**src/rtl/if_pkg.sv**
```systemverilog
// Shared types and constants for the instruction-fetch prefetch queue.
package if_pkg;

  localparam logic [31:0] RESET_PC_DEFAULT = 32'h0000_0028;
  localparam logic [31:0] WORD_BYTES       = 32'd4;

  typedef struct packed {
    logic [31:0] pc;
    logic [31:0] ins;
  } if_entry_t;

endpackage

```
**src/rtl/ins_fifo.sv**
```systemverilog
// DEPTH-entry synchronous FIFO of fetched instructions with flush.
// Head is read straight from storage, so data pushed at edge N shows from N+1.
module ins_fifo
  import if_pkg::*;
#(
  parameter int unsigned DEPTH = 4
) (
  input  logic                     clk,
  input  logic                     rst_n,
  input  logic                     flush,
  input  logic                     push,
  input  if_entry_t                push_data,
  input  logic                     pop,
  output if_entry_t                head,
  output logic [$clog2(DEPTH):0]   count
);

  localparam int unsigned AW = $clog2(DEPTH);
  localparam int unsigned CW = AW + 1;

  if_entry_t         mem [DEPTH];
  logic [AW-1:0]     wr_ptr;
  logic [AW-1:0]     rd_ptr;

  assign head = mem[rd_ptr];

  always_ff @(posedge clk or negedge rst_n) begin
    if (!rst_n) begin
      mem    <= '{default: '0};
      wr_ptr <= '0;
      rd_ptr <= '0;
      count  <= '0;
    end else if (flush) begin
      wr_ptr <= '0;
      rd_ptr <= '0;
      count  <= '0;
    end else begin
      if (push) begin
        mem[wr_ptr] <= push_data;
        wr_ptr      <= wr_ptr + AW'(1);
      end
      if (pop) begin
        rd_ptr <= rd_ptr + AW'(1);
      end
      count <= count + CW'(push) - CW'(pop);
    end
  end

endmodule

```
**src/rtl/if_prefetch_queue.sv**
```systemverilog
// Decoupled instruction prefetcher: sequential word fetches, credit-limited
// by DEPTH, buffered with their PC; redirect flushes and drops in-flight data.
module if_prefetch_queue
  import if_pkg::*;
#(
  parameter int unsigned DEPTH    = 4,
  parameter logic [31:0] RESET_PC = RESET_PC_DEFAULT
) (
  input  logic        clk,
  input  logic        rst_n,
  input  logic        redirect,
  input  logic [31:0] redirect_pc,
  output logic        imem_req,
  output logic [31:0] imem_addr,
  input  logic        imem_gnt,
  input  logic        imem_rvalid,
  input  logic [31:0] imem_rdata,
  output logic        ins_valid,
  output logic [31:0] ins,
  output logic [31:0] ins_pc,
  output logic [31:0] ins_pcp4,
  input  logic        ins_ready
);

  localparam int unsigned CW = $clog2(DEPTH) + 1;

  logic [31:0]  fetch_pc;
  logic [31:0]  rsp_pc;
  logic [31:0]  redir_aligned;
  logic [CW-1:0] count;
  logic [CW-1:0] outstanding;
  logic [CW-1:0] drop;
  logic [CW:0]   inflight;
  logic          grant;
  logic          rsp_ok;
  logic          push;
  logic          pop;
  if_entry_t     head;
  if_entry_t     push_entry;

  assign redir_aligned = redirect_pc & ~32'h3;
  assign inflight      = {1'b0, count} + {1'b0, outstanding};

  // rst_n gates the request so nothing is issued while reset is held
  assign imem_req  = rst_n && !redirect && (inflight < (CW+1)'(DEPTH));
  assign imem_addr = fetch_pc;
  assign grant     = imem_req && imem_gnt;

  // A response with nothing outstanding is a protocol error and is ignored
  assign rsp_ok     = imem_rvalid && (outstanding != '0);
  assign push       = rsp_ok && (drop == '0) && !redirect;
  assign push_entry = '{pc: rsp_pc, ins: imem_rdata};

  assign ins_valid = (count != '0) && !redirect;
  assign pop       = ins_valid && ins_ready;
  assign ins       = head.ins;
  assign ins_pc    = head.pc;
  assign ins_pcp4  = head.pc + WORD_BYTES;

  always_ff @(posedge clk or negedge rst_n) begin
    if (!rst_n) begin
      fetch_pc    <= RESET_PC;
      rsp_pc      <= RESET_PC;
      outstanding <= '0;
      drop        <= '0;
    end else if (redirect) begin
      // Every request not yet answered becomes stale and must be dropped
      fetch_pc    <= redir_aligned;
      rsp_pc      <= redir_aligned;
      outstanding <= outstanding - CW'(rsp_ok);
      drop        <= outstanding - CW'(rsp_ok);
    end else begin
      if (grant) begin
        fetch_pc <= fetch_pc + WORD_BYTES;
      end
      outstanding <= outstanding + CW'(grant) - CW'(rsp_ok);
      if (rsp_ok) begin
        if (drop != '0) begin
          drop <= drop - CW'(1);
        end else begin
          rsp_pc <= rsp_pc + WORD_BYTES;
        end
      end
    end
  end

  ins_fifo #(
    .DEPTH (DEPTH)
  ) u_fifo (
    .clk       (clk),
    .rst_n     (rst_n),
    .flush     (redirect),
    .push      (push),
    .push_data (push_entry),
    .pop       (pop),
    .head      (head),
    .count     (count)
  );

endmodule

```
**config.mk**
```make
export PLATFORM = sky130hd
export DESIGN_NAME = if_prefetch_queue
export DESIGN_NICKNAME = d
export VERILOG_FILES = /design/src/rtl/if_pkg.sv /design/src/rtl/ins_fifo.sv /design/src/rtl/if_prefetch_queue.sv
export SDC_FILE = /design/constraint.sdc
export NUM_CORES = 1
export LEC_CHECK = 0
export CORE_MARGIN = 2
export CORE_UTILIZATION = 62
export CTS_BUF_LIST = sky130_fd_sc_hd__clkbuf_8
export CTS_CLUSTER_SIZE = 28
export DETAILED_ROUTE_END_ITERATION = 12
export PLACE_DENSITY = 0.88
export SKIP_LAST_GASP = 1
export SLEW_MARGIN = 25
export SYNTH_ARGS = -nofsm -noshare
export SYNTH_HDL_FRONTEND = slang
export SYNTH_SLANG_ARGS = --single-unit
```
**constraint.sdc**
```tcl
create_clock -name clk -period 8 [get_ports clk]
set_input_delay 1.6 -clock clk [delete_from_list [all_inputs] [get_ports clk]]
set_output_delay 1.6 -clock clk [all_outputs]
set_load 0.1 [all_outputs]
```
# Word level (Yosys, flattened, before mapping)
# Cells that the tools add are included.
dict set report word_totals {
  register_bits 333
  inputBits 70
  elab_cells 77
}
dict set report classes {
  add_sub_neg 12
  n_lt_le_gt_ge 4
  eq_ne 1
  n_mux 20
  bitwise 3
  n_reduce_logical 22
}
# operator n
set op_table {}
lappend op_table {{bitwise mux 256 bit} 1}
lappend op_table {{two-way mux 64 bit} 3}
lappend op_table {{two-way mux 32 bit} 5}
lappend op_table {{binary-select mux 64 bit (select 2 bit)} 1}
lappend op_table {{demux 64 bit (select 2 bit)} 1}
lappend op_table {{adder 32 x 3 -> 32 bit (second input constant)} 3}
lappend op_table {{two-way mux 3 bit} 5}
lappend op_table {{nonzero test 2 bit} 5}
lappend op_table {{logical AND 1 bit} 9}
lappend op_table {{nonzero test 3 bit} 3}
lappend op_table {{subtractor 3 x 1 -> 3 bit} 3}
lappend op_table {{two-way mux 2 bit} 4}
lappend op_table {{adder 3 x 1 -> 3 bit} 2}
lappend op_table {{>= comparator 3 bit (second input constant)} 2}
lappend op_table {{inverter 2 -> 3 bit} 2}
lappend op_table {{AND reduction 2 bit} 3}
lappend op_table {{adder 2 x 1 -> 2 bit (second input constant)} 2}
lappend op_table {{adder 3 x 3 -> 4 bit} 1}
lappend op_table {{less-than comparator 4 x 3 -> 1 bit (second input constant)} 1}
lappend op_table {{logical NOT 3 bit} 1}
lappend op_table {{less-than comparator 3 x 1 -> 1 bit (second input constant)} 1}
lappend op_table {{subtractor 3 x 1 -> 3 bit (second input constant)} 1}
lappend op_table {{inequality test 2 bit (second input constant)} 1}
lappend op_table {{logical NOT 1 bit} 1}
lappend op_table {{inverter 1 bit} 1}

# Longest topological paths before layout
# Gate-level depths: netlist (run 1).
dict set report logic_depth {
  word_depth 7
  depth_mapped 14
  depth_no_buf 11
}

# Modules after synthesis
# From an unflattened synthesis (run 1), not the netlist that was laid out.
dict set report hier_totals {
  hier_cells 1159
  hier_area_um2 16734.8
}
# mod instances cells_each area_per_inst_um2 seq_area_each_um2
set modules_own_cells {}
lappend modules_own_cells {ins_fifo 1 657 12339.3 6581.3}
lappend modules_own_cells {if_prefetch_queue 1 502 4395.5 1656.6}

# Worst setup path before layout (run 1)
# OpenSTA, ideal clock, no wires.
dict set report synth_timing {
  path_type {reg-to-output}
  startpoint {register u_fifo.rd_ptr[0]}
  endpoint {output port ins_pcp4[24]}
  arrival_ns 4.151
  t_required_ns 6.400
  slack_ns 2.249
  stages_incl_launch_ff 10
  path_buffers 3
  path_cell_list {dfrtp_1 > buf_6 > buf_12 > mux4_1 > ha_1 > nand2_1 > nor3_2 > buf_4 > nand4_1 > xnor2_1}
}
dict set report synth_between {
  elab_chain_len 5
}
# item line_no
set synth_rtl {}
lappend synth_rtl {{from (decl)} ins_fifo.sv:23} ;# logic [AW-1:0] rd_ptr;
lappend synth_rtl {{from (signal assigned)} ins_fifo.sv:43} ;# rd_ptr <= rd_ptr + AW'(1);
lappend synth_rtl {{inverter 2 -> 3 bit (not written as such)} ins_fifo.sv:25} ;# assign head = mem[rd_ptr];
lappend synth_rtl {{binary-select mux 64 bit (select 2 bit)} ins_fifo.sv:25}
lappend synth_rtl {{two-way mux 64 bit (not written as such) (2 in series)} ins_fifo.sv:25}
lappend synth_rtl {{net ins_pc[3]} if_prefetch_queue.sv:20} ;# output logic [31:0] ins_pc,
lappend synth_rtl {{adder 32 x 3 -> 32 bit} if_prefetch_queue.sv:58} ;# assign ins_pcp4 = head.pc + WORD_BYTES;
lappend synth_rtl {{to (decl)} if_prefetch_queue.sv:21} ;# output logic [31:0] ins_pcp4,
# The timed path passes the listed nets, and every way through them passes these cells. The select of a mux whose other input is x is not followed.

# Worst setup path after layout (run 1)
dict set report layout_timing {
  startpoint {register u_fifo.rd_ptr[1]}
  endpoint {output port ins_pcp4[12]}
}
dict set report layout_between {
  elab_chain_len 5
}
# item line_no
set layout_rtl {}
lappend layout_rtl {{inverter 2 -> 3 bit (not written as such)} ins_fifo.sv:25}
lappend layout_rtl {{binary-select mux 64 bit (select 2 bit)} ins_fifo.sv:25}
lappend layout_rtl {{two-way mux 64 bit (not written as such) (2 in series)} ins_fifo.sv:25}
lappend layout_rtl {{adder 32 x 3 -> 32 bit} if_prefetch_queue.sv:58}
# Every way passes these cells. The select of a mux whose other input is x is not followed.

==> flow_summary.yaml, run 1 <==
timing:
  drv_slew: 0
  period_needed_ns: 6.29
  max_freq_ghz: 0.159
  skew_ns: 0.0357
  rsz0062_at_grt: "false"
  relSlewSlack: 0.292
  setup_viol: 0
  finalCritPeriodShare: 0.786
  hold_violations: 0
  worst_pin_slew_ns: 1.06
  fin_setup_tns_ns: 0
clock_network:
  worstSkewPairLatency_ns: 0.59
  cts_sinks: 321
  post_cts_buffers: 0
  cts_root_buffer: "clkbuf_8"
  cts_tree: "done"
  clockBufferDepth: 3
  numCtsBuffers: 52
  post_cts_resized: 0
  hold_buffers: 0
  clk_pin_slew_ns: 0.07
  h-tree-depth: 2
drt:
  ant_nets: 0
  top_layer: "met4"
  wirelength_um: 34600
  post_drt_wl_per_cell_um: 20.2
  firstDrtPassIters: 5
  met2WireLength_um: 17200
  drt-met1-wl_um: 14400
  drc: 0
  dr_wl_met3_um: 2030
  drt-initial-drc-count: 731
  via_count: 10300
  routed_via_density: 6.05
flow_run:
  maxCapViolations: 0
floorplanning:
  core_area_mm2: 0.0250
  rows: 58
  fp.dieArea_mm2: 0.0265
  io_pins: 200
  start_util: 0.626
  chipWidth_um: 163
  die_h_um: 163
critical_path:
  end_kind: "output port"
  cp.buffers_inverters: 1
  cpPeakStageDelay_ns: 1.18
  worst_ep_required_time_ns: 6.40
  crit_end: "ins_pcp4[12]"
  worst_r2r_path_depth: 11
  r2r_start: "outstanding[2]$_DFF_PN0_"
  critical_path_arrival_ns: 4.69
  critPathLaunchType: "flop"
  cp.depth: 7
  rrSetupSlack_ns: 3.69
  worstPathMaxFanout: 35
  crit_family: "buffers and inverters"
  critPathLaunch: "u_fifo.rd_ptr[1]$_DFFE_PN0P_"
  crit_chain: "mux4_2 > ha_1 > nand2_1 > nor3_2 > nand3_1 > xnor2_1 > clkdlybuf4s50_1"
  r2r_end: "outstanding[2]$_DFF_PN0_"
  critPathSlowestCell: "clkdlybuf4s50_1"
  criticalPathCategory: "flop to output port"
logic_synthesis:
  synthTopCellsByArea: "dfrtp_1, mux2_2, mux4_2, xnor2_1, mux4_1"
  synth_warnings: 0
  synth_top_area_cell: "dfrtp_1"
  synth-seq-cells: 321
  avgSynthCellArea_um2: 13.6
  synth_top_area_frac: 0.508
  synth-seq-area-share: 0.514
  synth_cell_types: 60
  syn_inst: 1150
  netlist_area_mm2: 0.0156
status:
  outcome: "finished clean"
global_routing:
  antenna_found_initial: 0
  grt_pass1_wl_um: 56300
  grt_max_degree: 197
  grt_overflow: 0
  first_global_vias: 10900
  grt_use_total: 0.267
cells_and_area:
  drive_above_1_share: 0.311
  finalNetCount: 1426
  insertedDiodeCount: 0
  area_growth_pct: 20.1
worst_hold_path:
  hold_path_class: "flop to flop"
  min-delay-start: "u_fifo.mem[89]$_DFFE_PN0P_"
placement:
  place_hpwl_um: 22400
  gp_congestion: 0.890
  io_buffers: 191
how the worst min path moves through the flow:
stage	cells after the start	end
finish	1	u_fifo.mem[89]$_DFFE_PN0P_
global route	1	u_fifo.mem[71]$_DFFE_PN0P_
CTS	1	u_fifo.mem[92]$_DFFE_PN0P_
detailed placement	1	u_fifo.mem[166]$_DFFE_PN0P_
global placement	1	u_fifo.mem[60]$_DFFE_PN0P_
floorplan	1	u_fifo.mem[163]$_DFFE_PN0P_
final cells by class:
class	count	area (um^2)
multi-input cells	736	7130
well taps	330	413
inverters	25	93.8
fillers	1597	6190
clock buffers	66	908
flip-flops and latches	321	8040
repair buffers	201	2010
clock inverters	29	175
cell usage in the layout, fill, tap and decap left out, drive strengths merged, types with 2 or more instances in the layout:
cell type / n
dfrtp: 317
nor3: 18
mux2: 262
dfstp: 4
fa: 2
clkinvlp: 2
and4: 5
a31oi: 5
and2: 13
xnor2: 50
nand2b: 4
bufinv: 2
o211ai: 8
clkbuf: 66
nor2: 25
or3: 3
inv: 45
clkinv: 5
xor2: 24
or4b: 2
nor4: 6
nand3b: 3
a21oi: 9
conb: 6
buf: 13
and3: 17
nand2: 55
or4: 4
nand4: 30
clkdlybuf4s50: 188
o311ai: 10
ha: 17
nor4b: 2
nand3: 45
o21ai: 41
mux4: 62
flip-flops by register name, summed over array words and instances, names as in the netlist:
register       count
u_fifo.count       3
outstanding        3
imem_addr         30
u_fifo.rd_ptr      2
u_fifo.mem       248
rsp_pc            30
drop               3
u_fifo.wr_ptr      2
metrics by stage:
stage	util	setup WS (ns)	cells	hold slack, ns	instance area (um^2)
floorplan	-	2.25	1155	0.472	15600
CTS	0.751	1.66	1707	0.504	18800
global route	0.752	1.46	1708	0.511	18800
detailed placement	0.708	2.30	1612	0.489	17700
global placement	0.708	2.31	1612	0.482	17700
finish	0.752	1.71	1708	0.503	18800
metal layers:
metal  GRT usage  up-vias
li1            -     4590
met1       0.353     5274
met2       0.451      392
met3      0.0443       71
met4      0.0986        0
met5           0        -
kinds of logic after synthesis:
kind of cell,count (synthesis),synth area share
AND/OR/NAND/NOR,234,0.0849
AO/OA/AOI/OAI,78,0.0301
XOR/XNOR,74,0.0415
multiplexers,325,0.282
buffers and inverters,98,0.0312
flip-flops,321,0.514
adder cells (fa/ha/maj),19,0.0162
other,1,0.000240
synth_stat cells (all sizes together):
cell	n
nor4	6
dfrtp	317
dfstp	4
xor2	24
a21oi	9
clkbuf	18
nor2b	1
nor2	25
nand3	45
conb	1
or4b	2
and4	5
a31o	1
or4	4
o31a	1
o211ai	8
nor3	18
buf	55
ha	17
and3	17
inv	25
a21boi	1
nand3b	3
o311ai	10
o21a	1
nand4	30
a41oi	1
nand2	55
or3	3
a31oi	5
xnor2	50
mux2	262
and3b	1
o21ai	41
mux2i	1
mux4	62
nor4b	2
and2	13
nand2b	4
fa	2
Power of run 1 is not shown: default switching activity piles up to over one toggle a cycle in this logic, so the estimate is an artifact.
==> inputs of run 2 (changes only) <==
--- a/config.mk
+++ b/config.mk
@@ -6,11 +6,11 @@
 export NUM_CORES = 1
 export LEC_CHECK = 0
 export CORE_MARGIN = 2
-export CORE_UTILIZATION = 62
+export CORE_UTILIZATION = 58
 export CTS_BUF_LIST = sky130_fd_sc_hd__clkbuf_8
 export CTS_CLUSTER_SIZE = 28
 export DETAILED_ROUTE_END_ITERATION = 12
-export PLACE_DENSITY = 0.88
+export PLACE_DENSITY = 0.83
 export SKIP_LAST_GASP = 1
 export SLEW_MARGIN = 25
 export SYNTH_ARGS = -nofsm -noshare
==> constraint.sdc (replaced) <==
create_clock -name clk -period 6.1 [get_ports clk]
set_input_delay 1.22 -clock clk [delete_from_list [all_inputs] [get_ports clk]]
set_output_delay 1.22 -clock clk [all_outputs]
set_load 0.1 [all_outputs]
==> run 2 against run 1 <==
Count of clock-buffer cells in the layout down 3. Critical path depth down 1. Largest cell class unchanged. Register-to-register slack worse by 1.0 ns. Global-route usage down 2.1 points. Worst setup slack lost 0.77 ns. First-iteration DRC count is 13% lower. Via count is 0.89% lower. Non-clock buffer count increased by 2. Sequential share of layout area increased by 0.18 points. Clock skew decreased by 0.019 ns. Utilization fell by 5.3 points.
==> flow_summary.yaml, run 2 (synthesized netlist as in run 1, its figures left out) <==
drt:
  met2WireLength_um: 16900
  firstDrtPassIters: 5
  drc: 0
  drt-met1-wl_um: 14700
  via_count: 10200
  ant_nets: 0
  wirelength_um: 34000
  drt-initial-drc-count: 636
  post_drt_wl_per_cell_um: 19.8
  top_layer: "met4"
  routed_via_density: 5.96
  dr_wl_met3_um: 1650
clock_network:
  cts_tree: "done"
  cts_sinks: 321
  numCtsBuffers: 54
  hold_buffers: 0
  clk_pin_slew_ns: 0.06
  post_cts_buffers: 0
  worstSkewPairLatency_ns: 0.56
  h-tree-depth: 2
  cts_root_buffer: "clkbuf_8"
  clockBufferDepth: 3
  post_cts_resized: 0
cells_and_area:
  regMostFlops: "u_fifo.mem"
  final_common_cell: "dfrtp_1"
  n_fill_cell: 1878
  multi_input_area_mm2: 0.00713
  seqCellArea_mm2: 0.00804
  insertedDiodeCount: 0
  largest_register_ffs: 248
  final_cell_mix: "dfrtp_1, mux2_2, clkdlybuf4s50_1"
  area_growth_pct: 19.6
  finalNetCount: 1430
  drive_above_1_share: 0.330
worst_hold_path:
  hold_path_class: "flop to flop"
  min-delay-start: "u_fifo.mem[16]$_DFFE_PN0P_"
  holdPathStages: 1
  hold_path_end: "u_fifo.mem[16]$_DFFE_PN0P_"
global_routing:
  grt_overflow: 0
  grt_pass1_wl_um: 56000
  grt_use_total: 0.247
  antenna_found_initial: 0
  grt_max_degree: 164
  first_global_vias: 10800
timing:
  drv_slew: 0
  rsz0062_at_grt: "false"
  finalCritPeriodShare: 0.845
  hold_violations: 0
  skew_ns: 0.0170
  fin_setup_tns_ns: 0
  relSlewSlack: 0.261
  period_needed_ns: 5.15
  worst_pin_slew_ns: 1.10
  setup_viol: 0
  max_freq_ghz: 0.194
critical_path:
  r2r_end: "outstanding[2]$_DFF_PN0_"
  end_kind: "output port"
  rrSetupSlack_ns: 2.65
  r2r_start: "outstanding[2]$_DFF_PN0_"
  worstPathMaxFanout: 37
  worst_ep_required_time_ns: 4.88
  criticalPathCategory: "flop to output port"
  critPathLaunch: "u_fifo.rd_ptr[0]$_DFFE_PN0P_"
  critical_path_arrival_ns: 3.93
  worst_r2r_path_depth: 13
  critPathLaunchType: "flop"
floorplanning:
  core_area_mm2: 0.0267
  die_h_um: 168
  fp.dieArea_mm2: 0.0283
  rows: 60
  start_util: 0.585
  io_pins: 200
  chipWidth_um: 168
flow_run:
  maxCapViolations: 0
status:
  outcome: "finished clean"
placement:
  io_buffers: 191
  place_hpwl_um: 22100
  gp_congestion: 0.840
[run 2: cell count changes in the layout (fill, tap and decap cells not counted), sizes merged]
cell           before  now
buf                13   37
clkdlybuf4s50     188  166
clkinv              5   10
inv                45   41
clkbuf             66   63
clkinvlp            2    1
[run 2: metal layers]
layer | track usage | vias up
li1 | - | 4601
met1 | 0.332 | 5246
met2 | 0.420 | 341
met3 | 0.0371 | 47
met4 | 0.0746 | 0
met5 | 0 | -
[run 2: worst max path at each step]
| stage | end | cells after the start |
|---|---|---|
| after global routing | ins_pcp4[8] | 6 |
| final | ins_pcp4[8] | 6 |
| after floorplan | ins_pcp4[24] | 9 |
| after global placement | ins_pcp4[8] | 6 |
| after CTS | ins_pcp4[8] | 6 |
| after detailed placement | ins_pcp4[8] | 6 |
[run 2: area by class of cell]
| type | instances | share of cell area |
|---|---|---|
| sequential | 321 | 0.430 |
| multi-input combinational | 736 | 0.381 |
| timing repair buffer | 203 | 0.105 |
| clock buffer | 63 | 0.0464 |
| tap | 341 | 0.0228 |
| clock inverter | 29 | 0.00950 |
| inverter | 25 | 0.00502 |
[run 2: per-stage QoR]
step                instance area [um^2]  std cells   util  hold slack, ns  worst slack, ns
floorplan                          15600       1155      -           0.472            0.729
CTS                                18700       1718  0.699           0.501            0.869
detailed placement                 17600       1626  0.660           0.488             1.50
finish                             18700       1718  0.700           0.498            0.946
global route                       18700       1718  0.700           0.512            0.749
global placement                   17600       1626  0.660           0.481             1.50
[run 2: critical path, cell delays in order, from the launching register on]
cell and delay [ns]:
dfrtp_4 0.88, mux4_1 0.75, ha_1 0.27, nand2_1 0.11, nor2_1 0.06, xnor2_1 0.15
clkdlybuf4s50_1 1.15
Power of run 2 is left out for the same reason.
